File: src/rtl/muldiv_unit.sv
// muldiv_unit: multi-cycle unsigned multiply (shift-add) / divide (restoring)
// engine. It iterates one bit per clock behind a start/finished handshake.
module muldiv_unit #(
    parameter int N = 16
) (
    input  logic         CLK,
    input  logic         reset,
    input  logic [N-1:0] a,
    input  logic [N-1:0] b,
    input  logic [3:0]   opcode,
    input  logic         start,
    output logic [N-1:0] result,
    output logic [N-1:0] high,
    output logic [3:0]   flags,
    output logic         finished
);

    localparam int CW = $clog2(N + 1);

    typedef enum logic [1:0] {
        IDLE,
        RUN,
        DONE
    } state_t;

    state_t state_q, state_d;

    logic [CW-1:0] cnt_q, cnt_d;
    logic          is_div_q, is_div_d;
    logic [N-1:0]  a_q, a_d;        // multiplicand, or dividend kept for div-by-zero
    logic [N-1:0]  b_q, b_d;        // divisor
    logic [N-1:0]  acc_q, acc_d;    // upper product word / partial remainder
    logic [N-1:0]  sh_q, sh_d;      // multiplier->low product, or dividend->quotient
    logic [N-1:0]  result_q, result_d;
    logic [N-1:0]  high_q, high_d;
    logic [3:0]    flags_q, flags_d;

    logic          op_ok;
    logic [N:0]    mul_sum;
    logic [N:0]    div_shift;
    logic          div_ge;
    logic [N-1:0]  fin_res, fin_high;
    logic          fin_zero;

    assign op_ok = (opcode == 4'd3) || (opcode == 4'd4);

    // State register
    always_ff @(posedge CLK) begin
        if (reset) state_q <= IDLE;
        else       state_q <= state_d;
    end

    // Next-state logic
    always_comb begin
        state_d = state_q;
        case (state_q)
            IDLE: if (start && op_ok) state_d = RUN;
            RUN:  if (cnt_q == '0)    state_d = DONE;
            DONE: if (!start)         state_d = IDLE;
            default: state_d = IDLE;
        endcase
    end

    // Datapath registers
    always_ff @(posedge CLK) begin
        if (reset) begin
            cnt_q    <= '0;
            is_div_q <= 1'b0;
            a_q      <= '0;
            b_q      <= '0;
            acc_q    <= '0;
            sh_q     <= '0;
            result_q <= '0;
            high_q   <= '0;
            flags_q  <= '0;
        end else begin
            cnt_q    <= cnt_d;
            is_div_q <= is_div_d;
            a_q      <= a_d;
            b_q      <= b_d;
            acc_q    <= acc_d;
            sh_q     <= sh_d;
            result_q <= result_d;
            high_q   <= high_d;
            flags_q  <= flags_d;
        end
    end

    // Operand latch, per-bit iteration and result/flag capture on entry to DONE
    always_comb begin
        cnt_d    = cnt_q;
        is_div_d = is_div_q;
        a_d      = a_q;
        b_d      = b_q;
        acc_d    = acc_q;
        sh_d     = sh_q;
        result_d = result_q;
        high_d   = high_q;
        flags_d  = flags_q;

        mul_sum   = {1'b0, acc_q} + (sh_q[0] ? {1'b0, a_q} : '0);
        // Remainder kept one bit wider during compare so divisors with MSB set work
        div_shift = {acc_q, sh_q[N-1]};
        div_ge    = div_shift >= {1'b0, b_q};

        if (is_div_q && (b_q == '0)) begin
            fin_res  = '1;
            fin_high = a_q;
        end else begin
            fin_res  = sh_q;
            fin_high = acc_q;
        end
        fin_zero = (fin_res == '0) && (is_div_q || (fin_high == '0));

        case (state_q)
            IDLE: begin
                if (start && op_ok) begin
                    is_div_d = (opcode == 4'd4);
                    a_d      = a;
                    b_d      = b;
                    cnt_d    = CW'(N);
                    acc_d    = '0;
                    sh_d     = (opcode == 4'd4) ? a : b;
                end
            end
            RUN: begin
                if (cnt_q != '0) begin
                    cnt_d = cnt_q - CW'(1);
                    if (is_div_q) begin
                        // Difference is below the divisor, so N bits suffice
                        acc_d = div_ge ? (div_shift[N-1:0] - b_q) : div_shift[N-1:0];
                        sh_d  = {sh_q[N-2:0], div_ge};
                    end else begin
                        acc_d = mul_sum[N:1];
                        sh_d  = {mul_sum[0], sh_q[N-1:1]};
                    end
                end else begin
                    result_d = fin_res;
                    high_d   = fin_high;
                    flags_d  = {~fin_res[N-1] & ~fin_zero,
                                is_div_q & (b_q == '0),
                                ~is_div_q & (fin_high != '0),
                                fin_zero};
                end
            end
            default: ;
        endcase
    end

    // Output logic
    always_comb begin
        finished = (state_q == DONE);
        result   = result_q;
        high     = high_q;
        flags    = flags_q;
    end

endmodule

File: config.mk
export PLATFORM = sky130hd
export DESIGN_NAME = muldiv_unit
export DESIGN_NICKNAME = d
export VERILOG_FILES = /design/src/rtl/muldiv_unit.sv
export SDC_FILE = /design/constraint.sdc
export NUM_CORES = 1
export LEC_CHECK = 0
export BUFFER_PORTS_ARGS = -buffer_cell sky130_fd_sc_hd__buf_2
export CORE_UTILIZATION = 40
export DETAILED_ROUTE_END_ITERATION = 7
export PLACE_DENSITY_LB_ADDON = 0.12
export SLEW_MARGIN = 20
export SYNTH_ARGS = -nofsm -noshare
export SYNTH_HDL_FRONTEND = slang
export SYNTH_SLANG_ARGS = --single-unit
File: constraint.sdc
create_clock -name CLK -period 4.54 [get_ports CLK]
set_input_delay 1.135 -clock CLK [delete_from_list [all_inputs] [get_ports CLK]]
set_output_delay 1.135 -clock CLK [all_outputs]
set_load 0.02 [all_outputs]
=== After elaboration in Yosys (flattened, before gate mapping) ===
Index checks and enable logic that the tools add are counted.

* Logic and storage cells: 66
* Bits of input ports: 39
* Register bits after elaboration: 108
* Output and inout port bits: 37

* Bitwise gates (word level): 7
* Muxes and demuxes: 20
* Order comparisons: 1
* Reduce and logical (&&, ||, !) cells: 17
* $add $sub $neg: 3
* Eq/ne operators: 8

{| class="wikitable"
|+ Operators by type and width
! cell !! count
|-
| $mux W16 || 11
|-
| $pmux W16 S2 || 2
|-
| $logic_not A16 Y1 || 3
|-
| $add A16 B16 Y17 || 1
|-
| $ge A17 B16 Y1 || 1
|-
| $reduce_bool A16 Y1 || 1
|-
| $sub A16 B16 Y16 || 1
|-
| $mux W5 || 2
|-
| $pmux W5 S2 || 1
|-
| $ne A2 B2 Y1 const B || 4
|-
| $mux W2 || 3
|-
| $pmux W2 S3 || 1
|-
| $reduce_and A3 Y1 || 2
|-
| $logic_not A5 Y1 || 1
|-
| $reduce_bool A5 Y1 || 1
|-
| $sub A5 B1 Y5 const B || 1
|-
| $eq A4 B2 Y1 const B || 1
|-
| $eq A4 B3 Y1 const B || 1
|-
| $not A1 Y1 || 4
|-
| $reduce_and A2 Y1 || 2
|-
| $and A1 B1 Y1 || 3
|-
| $logic_and A1 B1 Y1 || 3
|-
| $eq A2 B1 Y1 const B || 1
|-
| $eq A2 B2 Y1 const B || 1
|-
| other kinds (3) || 4
|}

=== Depth between registers and ports, before layout ===
* Word-level depth: 8
* Mapped depth: 12
* Mapped depth without buffers: 11

=== Worst setup path before layout ===
Ideal clock, no wire load.

* Path type: register to register
* From: register sh_q[0]
* To: register acc_q[7]
* Data required time: 4.420 ns
* Arrival: 2.526 ns
* Clock period less this slack: 2.646 ns
* Setup slack: 1.894 ns
* Cell stages (with the launch flop): 13
* Path buffers: 1
* Library setup time: 0.120 ns
* Cell sequence: dfxtp_1 -> clkbuf_1 -> and2_1 -> ha_1 -> inv_1 -> fa_1 -> nand2b_1 -> a21oi_1 -> o211ai_1 -> a21boi_0 -> o21ai_0 -> a31o_1 -> a211o_1

* Word-level cells in the longest chain between the ends: 5

{| class="wikitable"
|+ Ends and longest elaborated chain
! item !! RTL line !! RTL
|-
| start: declaration || 33 || <nowiki>logic [N-1:0] sh_q, sh_d;</nowiki>
|-
| start signal: assignment || 72 || <nowiki>sh_q <= '0;</nowiki>
|-
| start signal: assignment || 82 || <nowiki>sh_q <= sh_d;</nowiki>
|-
| $mux W16 || 101 || <nowiki>mul_sum = {1'b0, acc_q} + (sh_q[0] ? {1'b0, a_q} : '0);</nowiki>
|-
| $add A16 B16 Y17 || 101 ||
|-
| $mux W16 || 129 || <nowiki>if (is_div_q) begin</nowiki>
|-
| $mux W16 || 127 || <nowiki>if (cnt_q != '0) begin</nowiki>
|-
| $pmux W16 S2 || 115 || <nowiki>case (state_q)</nowiki>
|-
| end signal: assignment || 71 || <nowiki>acc_q <= '0;</nowiki>
|-
| end signal: assignment || 81 || <nowiki>acc_q <= acc_d;</nowiki>
|-
| end: declaration || 32 || <nowiki>logic [N-1:0] acc_q, acc_d;</nowiki>
|}

Every way passes these cells. The select of a mux whose other input is x is not followed.
A chain may end at the register's enable or synchronous reset.

=== Worst setup path in the final report ===
* From: register b_q[6]
* To: register acc_q[11]

* Word-level cells in the longest chain between the ends: 5
* Elaborated cells on any way between the ends: 6
* Those cells by class: 1 x add/sub; 1 x order compare; 4 x mux

{| class="wikitable"
|+ Ends and longest elaborated chain
! item !! RTL line !! RTL
|-
| start: declaration || 31 || <nowiki>logic [N-1:0] b_q, b_d;</nowiki>
|-
| start signal: assignment || 70 || <nowiki>b_q <= '0;</nowiki>
|-
| start signal: assignment || 80 || <nowiki>b_q <= b_d;</nowiki>
|-
| $sub A16 B16 Y16 or $ge A17 B16 Y1 (tied branches) || 131, 104 ||
|-
| $mux W16 (*) || 131 || <nowiki>acc_d = div_ge ? (div_shift[N-1:0] - b_q) : div_shift[N-1:0];</nowiki>
|-
| $mux W16 (*) || 129 ||
|-
| $mux W16 (*) || 127 ||
|-
| $pmux W16 S2 (*) || 115 ||
|}

Mark *: on every way between the ends. The rest lies on a longest branch, timed or not. The select of a mux whose other input is x is not followed.

==> impl_metrics.env <==
export IMPL_drc=0
export IMPL_hpwlAfterDp_um=15200
export IMPL_cts_setup_buffers=0
export IMPL_core_area_sq_um=15900
export IMPL_crit_fanout=17
export IMPL_tritoncts="yes"
export IMPL_cts_reportedPaths_clkPinSlew_ps=70
export IMPL_antennaDiodeCount=0
export IMPL_grt_pass1_wl_um=31600
export IMPL_required_ps=4790
export IMPL_worst_pin_slew_ps=994
export IMPL_yosys_warnings=0
export IMPL_first_pass_iters=5
export IMPL_synth_distinct_cells=69
export IMPL_async_reset_ff_share_pct=0
export IMPL_synth_nets=917
export IMPL_ys_flop_type="dfxtp_1"
export IMPL_placed_cells=1093
export IMPL_ys_ff_latch=108
export IMPL_cts_resized=0
export IMPL_max_freq_mhz=323
export IMPL_drv_slew=0
export IMPL_syn_avg_cell_area_sq_um=7.72
export IMPL_arrival_ps=3350
export IMPL_max_cap_viol_count=0
export IMPL_gp_congestion=0.879
export IMPL_syn_cell_area_sq_um=6500
export IMPL_die_area_sq_um=16800
export IMPL_root_buffer="clkbuf_16"
export IMPL_grt_max_degree=94
export IMPL_cts_sink_count=108
export IMPL_placed_cell_area_sq_um=7010
export IMPL_status="completed"
export IMPL_final_nets=963
export IMPL_worstSetupPathType="register to register"
export IMPL_start_kind="register"
export IMPL_p_total_w=0.00203
export IMPL_setup_tns_ps=0
export IMPL_die_x_um=129
export IMPL_synth_edff_count=0
export IMPL_yosysSeqAreaShare_pct=33.3
export IMPL_powerDensity_nw_per_um2=277
export IMPL_mostFrequentLayoutCells="123 x nand2_1, 108 x dfxtp_1, 87 x a21oi_1"
export IMPL_final_cells=1108
export IMPL_ir_drop_uv=177
export IMPL_finalHoldViolCount=0
export IMPL_start_util_pct=40.9
export IMPL_grt_overflow=0
export IMPL_fin_area_sq_um=7310
export IMPL_portBuffers=75
export IMPL_antenna_found_initial=0
export IMPL_cts_inserted_buffers=9
export IMPL_area_delta_synth_final_pct=12.5
export IMPL_viasPerCell=5.75
export IMPL_cts_hold_buf=0
export IMPL_utilization_pct=46.0
export IMPL_drt_initial_drc_count=439
export IMPL_grt_pass1_vias=5849
export IMPL_final_min_clock_period_ps=3100
export IMPL_dieHeight_um=129
export IMPL_power_leakage_nw=2.91
export IMPL_final_common_cell="nand2_1"
export IMPL_setup_viol=0
export IMPL_slew_headroom_pct=33.6
export IMPL_clock_path_buffers=2
export IMPL_post_drt_wl_per_cell_um=18.2
export IMPL_syn_instance_count=842
export IMPL_num_io_pins=76
export IMPL_grt_use_total_pct=24.6
export IMPL_hp_class="register to register"
export IMPL_wirelength_um=20200
export IMPL_skew_ps=5.71
export IMPL_antenna_left=0
export IMPL_rsz0062_at_grt="false"
export IMPL_vias=6368
export IMPL_cp_end_kind="register"
export IMPL_htreeDepth=3
export IMPL_fp_row_count=46
export IMPL_drive_above_1_share_pct=12.4
export IMPL_clk_insertion_delay_late_ps=360
export IMPL_min_period_over_period_pct=68.3
-- synth_stat cells, types with 3 or more instances --
| library cell | n | area, sq um |
|---|---|---|
| nand2_1 | 123 | 462 |
| dfxtp_1 | 108 | 2160 |
| a21oi_1 | 87 | 435 |
| nor2_1 | 75 | 282 |
| nor3_1 | 44 | 220 |
| clkbuf_1 | 39 | 146 |
| a211oi_1 | 36 | 270 |
| and2_1 | 34 | 213 |
| ha_1 | 34 | 425 |
| inv_1 | 29 | 109 |
| mux2i_1 | 20 | 200 |
| o21ai_0 | 17 | 85.1 |
| a311oi_1 | 15 | 131 |
| nand3_1 | 13 | 65.1 |
| nor4_1 | 13 | 81.3 |
| o21ai_1 | 13 | 65.1 |
| xnor2_1 | 12 | 105 |
| a21o_1 | 9 | 67.6 |
| buf_2 | 8 | 40.0 |
| nor2b_1 | 8 | 50.1 |
| o21a_1 | 7 | 52.6 |
| xor2_1 | 7 | 61.3 |
| a31oi_1 | 6 | 37.5 |
| nand2b_1 | 6 | 37.5 |
| a22oi_1 | 5 | 37.5 |
| a211o_1 | 4 | 35.0 |
| o21bai_1 | 4 | 30.0 |
| or3_1 | 4 | 25.0 |
| a32oi_1 | 3 | 26.3 |
| nand4_1 | 3 | 18.8 |
| o211ai_1 | 3 | 22.5 |
-- area by class of cell --
class / instances / area (sq um)
clock buffer: 10 / 239
clock inverter: 5 / 60.1
fill: 1699 / 8580
inverter: 30 / 113
multi-input combinational: 654 / 4010
sequential: 108 / 2160
tap: 216 / 270
timing repair buffer: 85 / 450
-- metal layers --
metal,GRT usage (%),part of all wire (%),up-vias
met5,0,0,-
met4,8.76,2.5,0
met3,3.63,4.4,32
met2,39.9,47,178
met1,33.2,46,3053
li1,-,-,3105
-- critical path, cell delays in order, from the launching register on --
cell	delay, ps
dfxtp_1	400
inv_1	60
ha_1	390
a2111oi_0	600
nor3_2	110
o21ai_4	110
a41o_1	490
and2_4	350
o311ai_1	160
a32o_1	290
-- state kept, by name, summed over array words and instances (netlist names) --
| signal | flops |
|---|---|
| state_q | 2 |
| flags | 4 |
| result | 16 |
| b_q | 16 |
| cnt_q | 5 |
| sh_q | 16 |
| is_div_q | 1 |
| high | 16 |
| acc_q | 16 |
| a_q | 16 |
-- where the power goes --
part | total (W) | switching, W | internal, W | leakage (nW)
logic | 0.000233 | 0.000150 | 0.0000834 | 1.89
clock network | 0.000810 | 0.000366 | 0.000443 | 0.145
registers | 0.000984 | 0.0000183 | 0.000965 | 0.872
-- metrics by stage --
step	worst slack, ps	hold slack [ps]
3_5_place_dp	1290	447
4_1_cts	1430	457
2_1_floorplan	1890	444
6_report	1440	454
5_1_grt	1240	487
3_3_place_gp	1370	443
-- final timing paths --
check,startpoint,end,slack [ps],cells after the start
min reg2reg,flags[0],flags[0],450,2
max,b_q[6],acc_q[11],1440,9
max reg2reg,b_q[6],acc_q[11],1440,9
min,flags[0],flags[0],450,2
-- kinds of logic after synthesis --
kind of cell	Yosys count	share of synthesized area [%]
compound gates	235	23.6
mux	20	3.08
xor+xnor	19	2.56
simple gates	344	25.2
flops	108	33.3
buf+inv	80	5.12
fa+ha+maj	36	7.16
Note: power is estimated with default switching activity, not from simulation.
